==> src/rtl/instr_fetch_queue.sv <==
// Instruction fetch unit: issues word reads and buffers responses in a DEPTH-entry queue for decode.
// Latency: a bus completion in cycle N is visible at the queue head in cycle N+1 (no bypass).
// Backpressure: no new request while halted or full; an issued request holds until the bus completes.
module instr_fetch_queue #(
  parameter int unsigned DEPTH    = 4,
  parameter logic [31:0] RESET_PC = 32'h8000_0000
) (
  input  logic        CLK,
  input  logic        RST,
  output logic        ireq_ren,
  output logic [31:0] ireq_addr,
  input  logic        ireq_busy,
  input  logic [31:0] ireq_rdata,
  input  logic        redirect,
  input  logic [31:0] redirect_pc,
  input  logic        halt,
  output logic [31:0] instr,
  output logic [31:0] instr_pc,
  output logic        instr_fault,
  output logic        instr_valid,
  input  logic        instr_ready
);

  localparam int unsigned PW = (DEPTH > 1) ? $clog2(DEPTH) : 1;
  localparam int unsigned CW = $clog2(DEPTH + 1);
  localparam logic [CW-1:0] DEPTH_C = CW'(DEPTH);

  typedef enum logic [1:0] {
    FETCH = 2'd0,
    DRAIN = 2'd1,
    FAULT = 2'd2
  } state_t;

  state_t        state;
  state_t        state_next;
  logic [31:0]   fetch_pc;
  logic [31:0]   fetch_pc_next;
  logic [31:0]   pending_pc;
  logic [31:0]   pending_pc_next;
  logic          req_held;

  // Queue storage, pointers and occupancy
  logic [31:0]   q_instr [DEPTH];
  logic [31:0]   q_pc    [DEPTH];
  logic          q_fault [DEPTH];
  logic [PW-1:0] head;
  logic [PW-1:0] tail;
  logic [CW-1:0] count;

  // Per-cycle control decisions
  logic          complete;
  logic          pop;
  logic          flush;
  logic          push;
  logic          push_ok;
  logic [31:0]   push_instr;
  logic [31:0]   push_pc;
  logic          push_fault;
  logic          apply;
  logic [31:0]   apply_pc;

  // The current fetch address is always presented; while a request is
  // outstanding (including DRAIN) fetch_pc is frozen, which keeps addr stable.
  assign ireq_addr   = fetch_pc;
  assign complete    = ireq_ren & ~ireq_busy;
  assign instr_valid = (count != '0);
  assign pop         = instr_valid & instr_ready;
  assign push_ok     = push & (flush | (count != DEPTH_C) | pop);

  // Head outputs read as zero when the queue is empty
  always_comb begin
    instr       = '0;
    instr_pc    = '0;
    instr_fault = 1'b0;
    if (instr_valid) begin
      instr       = q_instr[head];
      instr_pc    = q_pc[head];
      instr_fault = q_fault[head];
    end
  end

  // Request generation: a started request stays up until the bus takes it
  always_comb begin
    ireq_ren = 1'b0;
    case (state)
      FETCH:   ireq_ren = req_held | (~halt & (count < DEPTH_C));
      DRAIN:   ireq_ren = 1'b1;
      default: ireq_ren = 1'b0;
    endcase
    if (RST) begin
      ireq_ren = 1'b0;
    end
  end

  // Next-state and queue-event decode; redirect outranks everything else
  always_comb begin
    state_next      = state;
    fetch_pc_next   = fetch_pc;
    pending_pc_next = pending_pc;
    flush           = 1'b0;
    push            = 1'b0;
    push_instr      = '0;
    push_pc         = '0;
    push_fault      = 1'b0;
    apply           = 1'b0;
    apply_pc        = '0;

    if (redirect) begin
      flush = 1'b1;
      if (ireq_ren & ireq_busy) begin
        // Cannot withdraw an accepted request: wait it out, remember the target
        state_next      = DRAIN;
        pending_pc_next = redirect_pc;
      end else begin
        apply    = 1'b1;
        apply_pc = redirect_pc;
      end
    end else if ((state == DRAIN) && complete) begin
      // Stale response is dropped; restart at the remembered target
      flush    = 1'b1;
      apply    = 1'b1;
      apply_pc = pending_pc;
    end else if ((state == FETCH) && complete) begin
      push          = 1'b1;
      push_instr    = ireq_rdata;
      push_pc       = fetch_pc;
      fetch_pc_next = fetch_pc + 32'd4;
    end

    if (apply) begin
      fetch_pc_next = apply_pc;
      if (apply_pc[1:0] != 2'b00) begin
        // Misaligned target: hand decode a single fault marker and park
        state_next = FAULT;
        push       = 1'b1;
        push_instr = '0;
        push_pc    = apply_pc;
        push_fault = 1'b1;
      end else begin
        state_next = FETCH;
      end
    end
  end

  // FSM state register
  always_ff @(posedge CLK) begin
    if (RST) begin
      state <= FETCH;
    end else begin
      state <= state_next;
    end
  end

  // Fetch address, redirect target and outstanding-request tracking
  always_ff @(posedge CLK) begin
    if (RST) begin
      fetch_pc   <= RESET_PC;
      pending_pc <= '0;
      req_held   <= 1'b0;
    end else begin
      fetch_pc   <= fetch_pc_next;
      pending_pc <= pending_pc_next;
      req_held   <= ireq_ren & ireq_busy;
    end
  end

  // Circular queue update; a flush empties it before any same-cycle push
  always_ff @(posedge CLK) begin
    if (RST) begin
      head  <= '0;
      tail  <= '0;
      count <= '0;
    end else if (flush) begin
      head <= '0;
      if (push) begin
        q_instr[0] <= push_instr;
        q_pc[0]    <= push_pc;
        q_fault[0] <= push_fault;
        tail       <= PW'(1);
        count      <= CW'(1);
      end else begin
        tail  <= '0;
        count <= '0;
      end
    end else begin
      if (push_ok) begin
        q_instr[tail] <= push_instr;
        q_pc[tail]    <= push_pc;
        q_fault[tail] <= push_fault;
        tail          <= tail + PW'(1);
      end
      if (pop) begin
        head <= head + PW'(1);
      end
      case ({push_ok, pop})
        2'b10:   count <= count + CW'(1);
        2'b01:   count <= count - CW'(1);
        default: count <= count;
      endcase
    end
  end

endmodule
==> config.mk <==
export PLATFORM = sky130hd
export DESIGN_NAME = instr_fetch_queue
export DESIGN_NICKNAME = d
export VERILOG_FILES = /design/src/rtl/instr_fetch_queue.sv
export SDC_FILE = /design/constraint.sdc
export NUM_CORES = 1
export LEC_CHECK = 0
export ABC_AREA = 1
export BUFFER_PORTS_ARGS = -buffer_cell sky130_fd_sc_hd__buf_2
export CAP_MARGIN = 10
export CORE_MARGIN = 2
export CORE_UTILIZATION = 28
export DETAILED_ROUTE_END_ITERATION = 8
export PLACE_DENSITY = 0.46
export REMOVE_ABC_BUFFERS = 1
export SLEW_MARGIN = 40
export SYNTH_ARGS = -nofsm -noshare
export SYNTH_HDL_FRONTEND = slang
export SYNTH_SLANG_ARGS = --single-unit
==> constraint.sdc <==
create_clock -name CLK -period 9.5 [get_ports CLK]
set_input_delay 2.85 -clock CLK [delete_from_list [all_inputs] [get_ports CLK]]
set_output_delay 2.85 -clock CLK [all_outputs]
set_load 0.01 [all_outputs]
---- Word level (Yosys, flattened, before mapping) ----
Memories as Yosys holds them, arrays and structs flattened. A register that Yosys moved wholly into a read port is not among the register bits.
Index checks and enable logic that the tools add are counted.
cells by class
  $add $sub $neg .......................... 5
  $mul .................................... 0
  div/mod/pow operators ................... 0
  $lt $le $gt $ge ......................... 1
  equal/unequal tests ..................... 6
  shift operators ......................... 0
  mux-type cells .......................... 66
  bitwise logic cells ..................... 10
  reduce and logical (&&, ||, !) cells .... 17
operators with widths
  cell                                                                number
  32-bit 2-to-1 mux                                                   21
  32-bit OR reduction                                                 2
  32-bit by 3-bit adder with 32-bit output, second input constant     1
  2-bit 2-to-1 mux                                                    15
  1-bit 2-to-1 mux                                                    27
  2-bit nonzero test                                                  5
  3-bit case mux with 2 select lines                                  1
  3-bit nonzero test                                                  2
  1-bit AND                                                           5
  2-bit by 1-bit adder with 2-bit output, second input constant       2
  2-bit by 1-bit == test with 1-bit output, second input constant     2
  2-bit AND reduction                                                 2
  3-bit by 1-bit adder with 3-bit output, second input constant       1
  3-bit less-than comparator, second input constant                   1
  3-bit 2-to-1 mux                                                    1
  3-bit != test, second input constant                                1
  1-bit OR                                                            3
  3-bit AND reduction                                                 1
  3-bit by 1-bit subtractor with 3-bit output, second input constant  1
  2-bit == test, second input constant                                1
  1-bit logical AND                                                   2
  2-bit logical NOT                                                   1
  2-bit by 1-bit != test with 1-bit output, second input constant     1
  2-bit != test, second input constant                                1
  4 further kinds                                                     5
storage, ports and cells
  register bits after elaboration ......... 74
  latch bits .............................. 0
  RAM bits ................................ 260
  ROM bits ................................ 0
  bits of input ports ..................... 70
  output and inout bits ................... 99
  word-level logic and storage cells ...... 115
  memories ................................ 3
memory list
  memory   depth  bits a word  read ports  clocked after memory_dff  wr ports  RTL line  source
  q_instr  4      32           1           1                         1         43        logic [31:0] q_instr [DEPTH];
  q_pc     4      32           1           1                         1         44        logic [31:0] q_pc [DEPTH];
  q_fault  4      1            1           1                         1         45        logic q_fault [DEPTH];

---- Depth between registers and ports, before layout ----
Gate-level depths: netlist (run 1).
  depth after elaboration ................. 19
  mapped depth ............................ 17
  gate-level depth less buffers ........... 17

---- Least setup slack after synthesis (run 1) ----
Ideal clock, no wire load.
  path type ............................... input-to-reg
  start ................................... input redirect
  end ..................................... memory q_fault[0], enable pin
  setup time .............................. 0.509 ns
  arrival ................................. 7.051 ns
  required time ........................... 8.991 ns
  slack ................................... 1.940 ns
  stages .................................. 11
  buffers on the path ..................... 2
  path through ............................ buf_2 inv_2 buf_4 nand3_1 nand2_1 nor2_4 nand2_1 o21a_2 nand3_2 nand2_1 a21oi_1
between the ends
  longest elaborated chain between the ends .. 11
  elaborated cells between the ends (all ways) .. 21
  those cells by class .................... mux: 16; bitwise: 3; reduce/logical: 2
ends and longest elaborated chain
  item                                                                   RTL line  source
  start, declared                                                        14        input logic redirect,
  32-bit 2-to-1 mux                                                      108       if (redirect) begin
  2-bit nonzero test                                                     132       if (apply_pc[1:0] != 2'b00) begin
  1-bit 2-to-1 mux                                                       132
  1-bit 2-to-1 mux                                                       130       if (apply) begin
  1-bit AND                                                              68        assign push_ok = push & (flush | (count != DEPTH_C) | pop);
  1-bit 2-to-1 mux                                                       186       if (push_ok) begin
  1-bit 2-to-1 mux                                                       173       end else if (flush) begin
  1-bit 2-to-1 mux                                                       169       if (RST) begin
  1-bit 2-to-1 mux (implied by the code)                                 189       q_fault[tail] <= push_fault;
  1-bit OR reduction (no line)                                           -
  2-bit 2-to-1 mux (no line) / 1-bit 2-to-1 mux (equally long branches)  -
  end, declared                                                          45
Parallel ways exist; a longest one is shown, timed or not.

---- Worst setup path in the final report (run 1) ----
  start ................................... input RST
  end ..................................... output ireq_ren
between the ends
  longest elaborated chain between the ends .. 1
ends and longest elaborated chain
  item              RTL line  source
  start, declared   9         input logic RST,
  1-bit 2-to-1 mux  90        if (RST) begin
  end, declared     10        output logic ireq_ren,
No other way between the ends.

==> results.md, run 1 <==
* Fmax at 157 MHz
* Initial Utilization at 28.2%
* Via count at 11000
* Status: finished clean
* Fin crit period at 6.39 ns
* Setup CP Type: input port to output port
* HPWL after DPL at 26200 um
* Leak at 6.63 nW
* DRT Wirelength at 43400 um
* Resized Gates After CTS at 0
* Post-Syn Instances at 1525
* Pin count of the biggest net entering global routing at 87
* Antenna diodes at 0
* Maxcap violations at 0
* CTS tree: built
* Total gr overflow at 0
* Critical Path Start: RST
* Vias/cell at between 4 and 5
* CTS root buf: clkbuf_16
* FF-to-FF End: ireq_addr[31]
* Vias in the first global route at 10400
* Design area at between 0.015 and 0.02 mm^2
* Ys flop type: edfxtp_1
* Dpl ws at between 3 and 4 ns
* Crit-path max FO at 13
* Total CTS buffers at 39
* Setup WS post-layout at 3.11 ns
* First-pass GRT wire length at 64900 um
* Area after DPL at 0.0163 mm^2
* Synth async-reset ratio at 0%
* R2R setup slack at approximately 6 ns
* CP Launch Type: input port
* Final period utilization at around two thirds
* Synth Cell Area at 0.0148 mm^2
* Die Y at 234 um
* R2R Path Start: count[2]
* Worst-skew pair later-pin latency at 0.57 ns
* Max_slew headroom at 40.6%
* Final Skew at 0.0171 ns
* Rows at 84
* Final Util at roughly 33%
* Max Buffers Root-to-Sink at 3
* Area growth syn-to-layout at 18.3%
* Ports at around 170
* Hold Buf Count CTS at 0
* Avg Inst Size Synth at between 9 and 10 um^2
* Required time of the worst setup path at 6.65 ns
* Cell Pwr Density at 200 mW/mm^2
* Pins Over Slew Limit at 0
* Yosys warns at 0
* Die Area at 0.0547 mm^2
* Global-route total usage across every layer at ~16%
* RSZ-0062 raised after global routing: false
* Min-Delay Path Class: flop to flop
* CTS Sinks at 336
* EDFF count, synth at 260
* Hold Slack at 0.445 ns
* Register area share after synthesis at 63.0%
* CP Capture Type: output port
* Port Buffers at 168
* H-tree levels at 2
* NumNets Final at 1727
* DRC Markers at 0
* DIE WIDTH at 234 um
* Initial antenna violation count at 0
* Count of final setup violators at 0
* #FFs+latches synth at ~340
* VDD IR-drop max at 122 uV
* DR WL/cell at 18.3 um
* TNS Setup at 0 ns
* Critical path arrival at 3.54 ns
* Post-CTS Setup Bufs at 0
* Critical Path End: ireq_ren
* Routability cong. at 0.813
* Layout cells sized above 1 at 17.0%
* Antenna viol nets, final at 0
* Core area at roughly 0.052 mm^2
* R2R cell count at 13
* Measured slew at the worst slew-check pin at 0.881 ns
* Iteration count of the initial detailed-routing pass at 4
* Drt first-iter violations at ~700
* Clock Pin Slew Worst Setup and Hold Paths at 0.05 ns
* Final Hold Fails at 0
* Post-synth cell types at 40
-- synth_stat cells, types with 5 or more instances --
cell        n  area share [%]
inv_1     117             3.0
o21ai_1    27            0.91
nor3_1      7            0.24
nand4_1     7            0.30
buf_1      13            0.33
inv_2      11            0.28
nand2_2     6            0.25
nor2_1    336             8.5
nand3_1    49             1.7
o21ai_0   222             7.5
nor2_2      5            0.21
a21oi_1   136             4.6
edfxtp_1  260              53
nand2_1   107             2.7
xor2_1     19             1.1
nor3_2      6            0.41
dfxtp_1    76              10
clkbuf_1   52             1.3
a31oi_1     8            0.34
buf_2      23            0.78
-- state kept, by name (all words and copies together) (netlist names), named ones only --
register    cells
count           3
head            2
ireq_addr      32
pending_pc     32
q_fault         4
q_instr       128
q_pc          128
req_held        1
state           2
tail            2
-- per-stage QoR --
step	cells	power, mW
floorplan	1434	1.92
global placement	2301	2.11
detailed placement	2302	2.11
CTS	2373	3.56
global route	2373	3.65
finish	2373	3.51
-- how the worst min path moves through the flow --
stage	start	to	slack, ns	depth (start not counted)
floorplan	pending_pc[10]	pending_pc[10]	0.43	2
global placement	pending_pc[19]	pending_pc[19]	0.43	2
detailed placement	pending_pc[7]	pending_pc[7]	0.44	2
CTS	pending_pc[7]	pending_pc[7]	0.45	2
global route	pending_pc[7]	pending_pc[7]	0.46	2
finish	pending_pc[13]	pending_pc[13]	0.45	2
-- cell usage in the layout, fill, tap and decap left out, types with 2 or more instances in the layout --
master and instances:
inv_2 11, buf_2 168, buf_6 7, bufinv_16 2, clkinv_2 9, clkbuf_1 9, a221oi_1 2, edfxtp_1 260
xor2_1 19, o21ai_0 221, nor3_2 6, o21ai_1 28, a21oi_1 135, nor2_2 5, nand2_1 106, nor2_1 333
nand2_4 3, buf_4 4, o211ai_1 4, dfxtp_1 74, clkbuf_16 39, a31oi_1 8, nand3_1 49, nand4_1 7
nand2_2 7, nor2_4 6, a211oi_1 2, inv_1 116, nand3_2 4, nor3_1 7, clkinv_1 8, nor4_1 4
-- kinds of logic (layout without fill, tap and decap cells) --
group                    count (synthesis)  after routing  share of synthesized area (%)
AO/OA/AOI/OAI                          405            405                           14.0
adder cells (fa/ha/maj)                  2              2                          0.220
AND/OR/NAND/NOR                        543            543                           15.7
XOR/XNOR                                20             20                           1.18
buffers and inverters                  219            379                           5.83
flip-flops                             336            336                           63.0
-- report_power, final --
part           switching [mW]  internal (mW)
registers              0.0385           1.64
logic                   0.273          0.118
clock network           0.609          0.824
-- worst max-delay path: stages --
cell and delay, ns:
buf_2 0.21, nor2_2 0.19, nand2_1 0.10, inv_1 0.06, buf_2 0.12
-- final cells by class --
type	count	area, um^2
multi-input cells	970	4650
flip-flops and latches	336	9330
repair buffers	180	965
well taps	688	861
clock buffers	49	1020
inverters	128	482
clock inverters	22	193
fillers	5333	34900
-- routing by layer --
layer | up-vias | track usage (%) | share of wire (%)
met1 | 5253 | 21.8 | 47
met5 | - | 0 | 0
met3 | 53 | 2.59 | 4.6
li1 | 5463 | - | -
met2 | 259 | 25.6 | 47
met4 | 0 | 3.54 | 1.7
Note: power is estimated with default switching activity, not from simulation.
==> run 2: changes to the inputs <==
Settings changed: ABC_AREA 1 to 0.
Clock period 9.5 ns to 6.5 ns, I/O delays scaled along.
==> results.md, run 2 <==
* Vias in the first global route at 9157 (-12%)
* VDD IR-drop max at 181 uV (+49%)
* Top flop regs: q_instr: 128 flops, q_pc: 128 flops
* Max_slew headroom at 50.3% (+9.6 points)
* HPWL after DPL at 26000 um (-0.84%)
* Final period utilization at between 70% and 80%
* Post-CTS Setup Bufs at 0 (unchanged)
* Most frequent cells in the layout: edfxtp_1, buf_2, nand2_1
* R2R setup slack at 3.53 ns (-2.44 ns)
* Leak at 6.20 nW (-6.5%)
* DIE WIDTH at 228 um (-2.3%)
* Resized Gates After CTS at 0 (unchanged)
* CTS tree: built
* Ys flop type: edfxtp_1
* Total gr overflow at 0 (unchanged)
* Multi-input logic area at 0.00455 mm^2 (-2.2%)
* Area growth syn-to-layout at 21.8%
* DRT Wirelength at 40100 um (-7.6%)
* Routability cong. at 0.736 (-9.5%)
* Hold Buf Count CTS at 0 (unchanged)
* Initial Utilization at 28.2% (about the same)
* Antenna viol nets, final at 0 (unchanged)
* Total CTS buffers at 39 (unchanged)
* Fillers at 4889 (-8.3%)
* Worst-skew pair later-pin latency at 0.56 ns (about the same)
* Ports at 169 (unchanged)
* Maxcap violations at 0 (unchanged)
* Critical path arrival at 2.97 ns (-0.57 ns)
* Final Hold Fails at 0 (unchanged)
* Most numerous cell in the Yosys netlist: edfxtp_1
* Iteration count of the initial detailed-routing pass at 5 (+1)
* Rows at 82 (-2.4%)
* Synth cell count leaders: edfxtp_1, nand2_1, and2_1
* DR WL/cell at 21.3 um (+17%)
* Port Buffers at 168 (unchanged)
* CP Capture Type: output port
* GRT met3 Usage at 4.23% (+1.6 points)
* Clock Pin Slew Worst Setup and Hold Paths at 0.05 ns (about the same)
* Setup CP Type: input port to output port
* Fin crit period at 4.92 ns
* HP Start: pending_pc[2]
* Required time of the worst setup path at 4.55 ns (-2.10 ns)
* #FFs+latches synth at 336 (unchanged)
* Commonest non-fill, non-tap cell in the layout: edfxtp_1
* R2R Path Start: state[0]
* Pin count of the biggest net entering global routing at 66 (-24%)
* R2R cell count at 8 (-5)
* Synth Cell Area at 0.0141 mm^2 (-4.7%)
* Core area at 0.0500 mm^2 (-4.7%)
* Min-Delay Path Class: flop to flop
* CTS Sinks at 336 (unchanged)
* Global routing met2 resource utilization at 23.8% (-1.8 points)
* Gr busiest metal: met2
* Met1 Use GR at 21.4% (-0.35 points)
* NumNets Final at 1250 (-28%)
* Final std cells w/o fill at 1881 (-21%)
* Fmax at 203 MHz
* EDFF count, synth at 260 (unchanged)
* Final Util at 34.4% (+0.97 points)
* DRC Markers at 0 (unchanged)
* Die Area at 0.0522 mm^2 (-4.6%)
* Initial antenna violation count at 4 (+4)
* Post-synth cell types at 63 (+57%)
* Register area share after synthesis at 66.2% (+3.1 points)
* Count of final setup violators at 0 (unchanged)
* Register area at 0.00934 mm^2 (about the same)
* Final Skew at 0.0217 ns (+0.00459 ns)
* Avg Inst Size Synth at 14.1 um^2 (+45%)
* Status: finished clean
* CTS root buf: clkbuf_16
* Largest cells by area after synthesis: edfxtp_1, dfxtp_1, mux4_2
* Crit-path max FO at 18 (+5)
* Hold Path Depth at 2 (unchanged)
* CP Launch Type: input port
* FF-to-FF End: q_instr[0][5]
* Worst Hold End: pending_pc[2]
* Cell Count Post-Placement at 1809 (-21%)
* Measured slew at the worst slew-check pin at 0.741 ns (-0.141 ns)
* Synth async-reset ratio at 0% (unchanged)
* Vias/cell at 4.79 (+3.0%)
* Critical Path Start: RST
* RSZ-0062 raised after global routing: false
* Layout cells sized above 1 at 28.0% (+11 points)
* Post-synth top area cell: edfxtp_1
* Pins Over Slew Limit at 0 (unchanged)
* Via count at 9005 (-18%)
* Max Buffers Root-to-Sink at 3 (unchanged)
* H-tree levels at 2 (unchanged)
* Yosys warns at 0 (unchanged)
* Post-synth top area share at 55.4% (+2.6 points)
* Post-Syn Instances at 1002 (-34%)
* Die Y at 228 um (-2.3%)
* Global-route total usage across every layer at 15.4% (-0.31 points)
* First-pass GRT wire length at 59900 um (-7.6%)
* Cell Pwr Density at 285 mW/mm^2 (+42%)
* Drt first-iter violations at 619 (-11%)
==> run 2: changes by cell type in the layout (fill, tap and decap cells not counted), sizes merged, moves of 22 or more <==
cell,change
a21oi,-75
a22oi,+22
and2,+101
inv,-118
mux4,+65
nand3,-35
nor2,-317
o21ai,-200
==> run 2: where the power goes <==
group | internal, mW | switching (mW)
logic | 0.174 | 0.265
registers | 2.35 | 0.0347
clock network | 1.21 | 0.854
==> run 2: cell type report <==
| cell class | instances | area share (%) |
|---|---|---|
| clock inverters | 13 | 0.845 |
| flip-flops and latches | 336 | 54.4 |
| repair buffers | 198 | 7.00 |
| well taps | 672 | 4.90 |
| clock buffers | 57 | 6.14 |
| inverters | 9 | 0.197 |
| multi-input cells | 594 | 26.5 |
| diodes | 2 | 0.0292 |
==> run 2: worst max-delay path by stage <==
stage,end,cells past startpoint,slack (ns)
finish,ireq_ren,5,1.58
global route,ireq_ren,5,1.48
CTS,ireq_ren,5,1.56
detailed placement,ireq_ren,5,1.57
global placement,q_pc[0][30],8,1.53
floorplan,q_fault[0],6,-4.85
==> run 2: routing by layer <==
layer | up-vias | share of wire (%) | wire [um]
li1 | 4174 | - | -
met1 | 4545 | 47 | 18700
met2 | 231 | 45 | 18200
met3 | 51 | 6.3 | 2540
met4 | 4 | 1.7 | 698
met5 | - | 0.067 | 27
==> run 2: worst max-delay path: stages <==
cell and delay [ns]:
buf_2 0.33, nor2_1 0.11, o21ai_0 0.26, inv_1 0.13, buf_2 0.17
==> run 2: cells by family (layout without fill, tap and decap cells) <==
| family | after synthesis | in the layout | share of synthesized area (%) |
|---|---|---|---|
| flops | 336 | 336 | 66.2 |
| simple gates | 320 | 320 | 11.6 |
| compound gates | 195 | 195 | 8.74 |
| mux | 72 | 72 | 10.9 |
| buf+inv | 72 | 277 | 2.05 |
| xor+xnor | 5 | 5 | 0.311 |
| fa+ha+maj | 2 | 2 | 0.231 |
| other cells | 0 | 2 | 0 |
==> run 2: metrics by stage <==
stage | instance area [um^2] | setup TNS [ns] | worst slack [ns] | power (mW) | hold slack, ns
after floorplan | 13800 | -1013.19 | -4.85 | 2.66 | 0.430
after global placement | 15800 | 0 | 1.53 | 2.88 | 0.443
after detailed placement | 16000 | 0 | 1.57 | 2.88 | 0.447
after CTS | 17200 | 0 | 1.56 | 4.96 | 0.455
after global routing | 17200 | 0 | 1.48 | 5.08 | 0.472
final | 17200 | 0 | 1.58 | 4.89 | 0.454
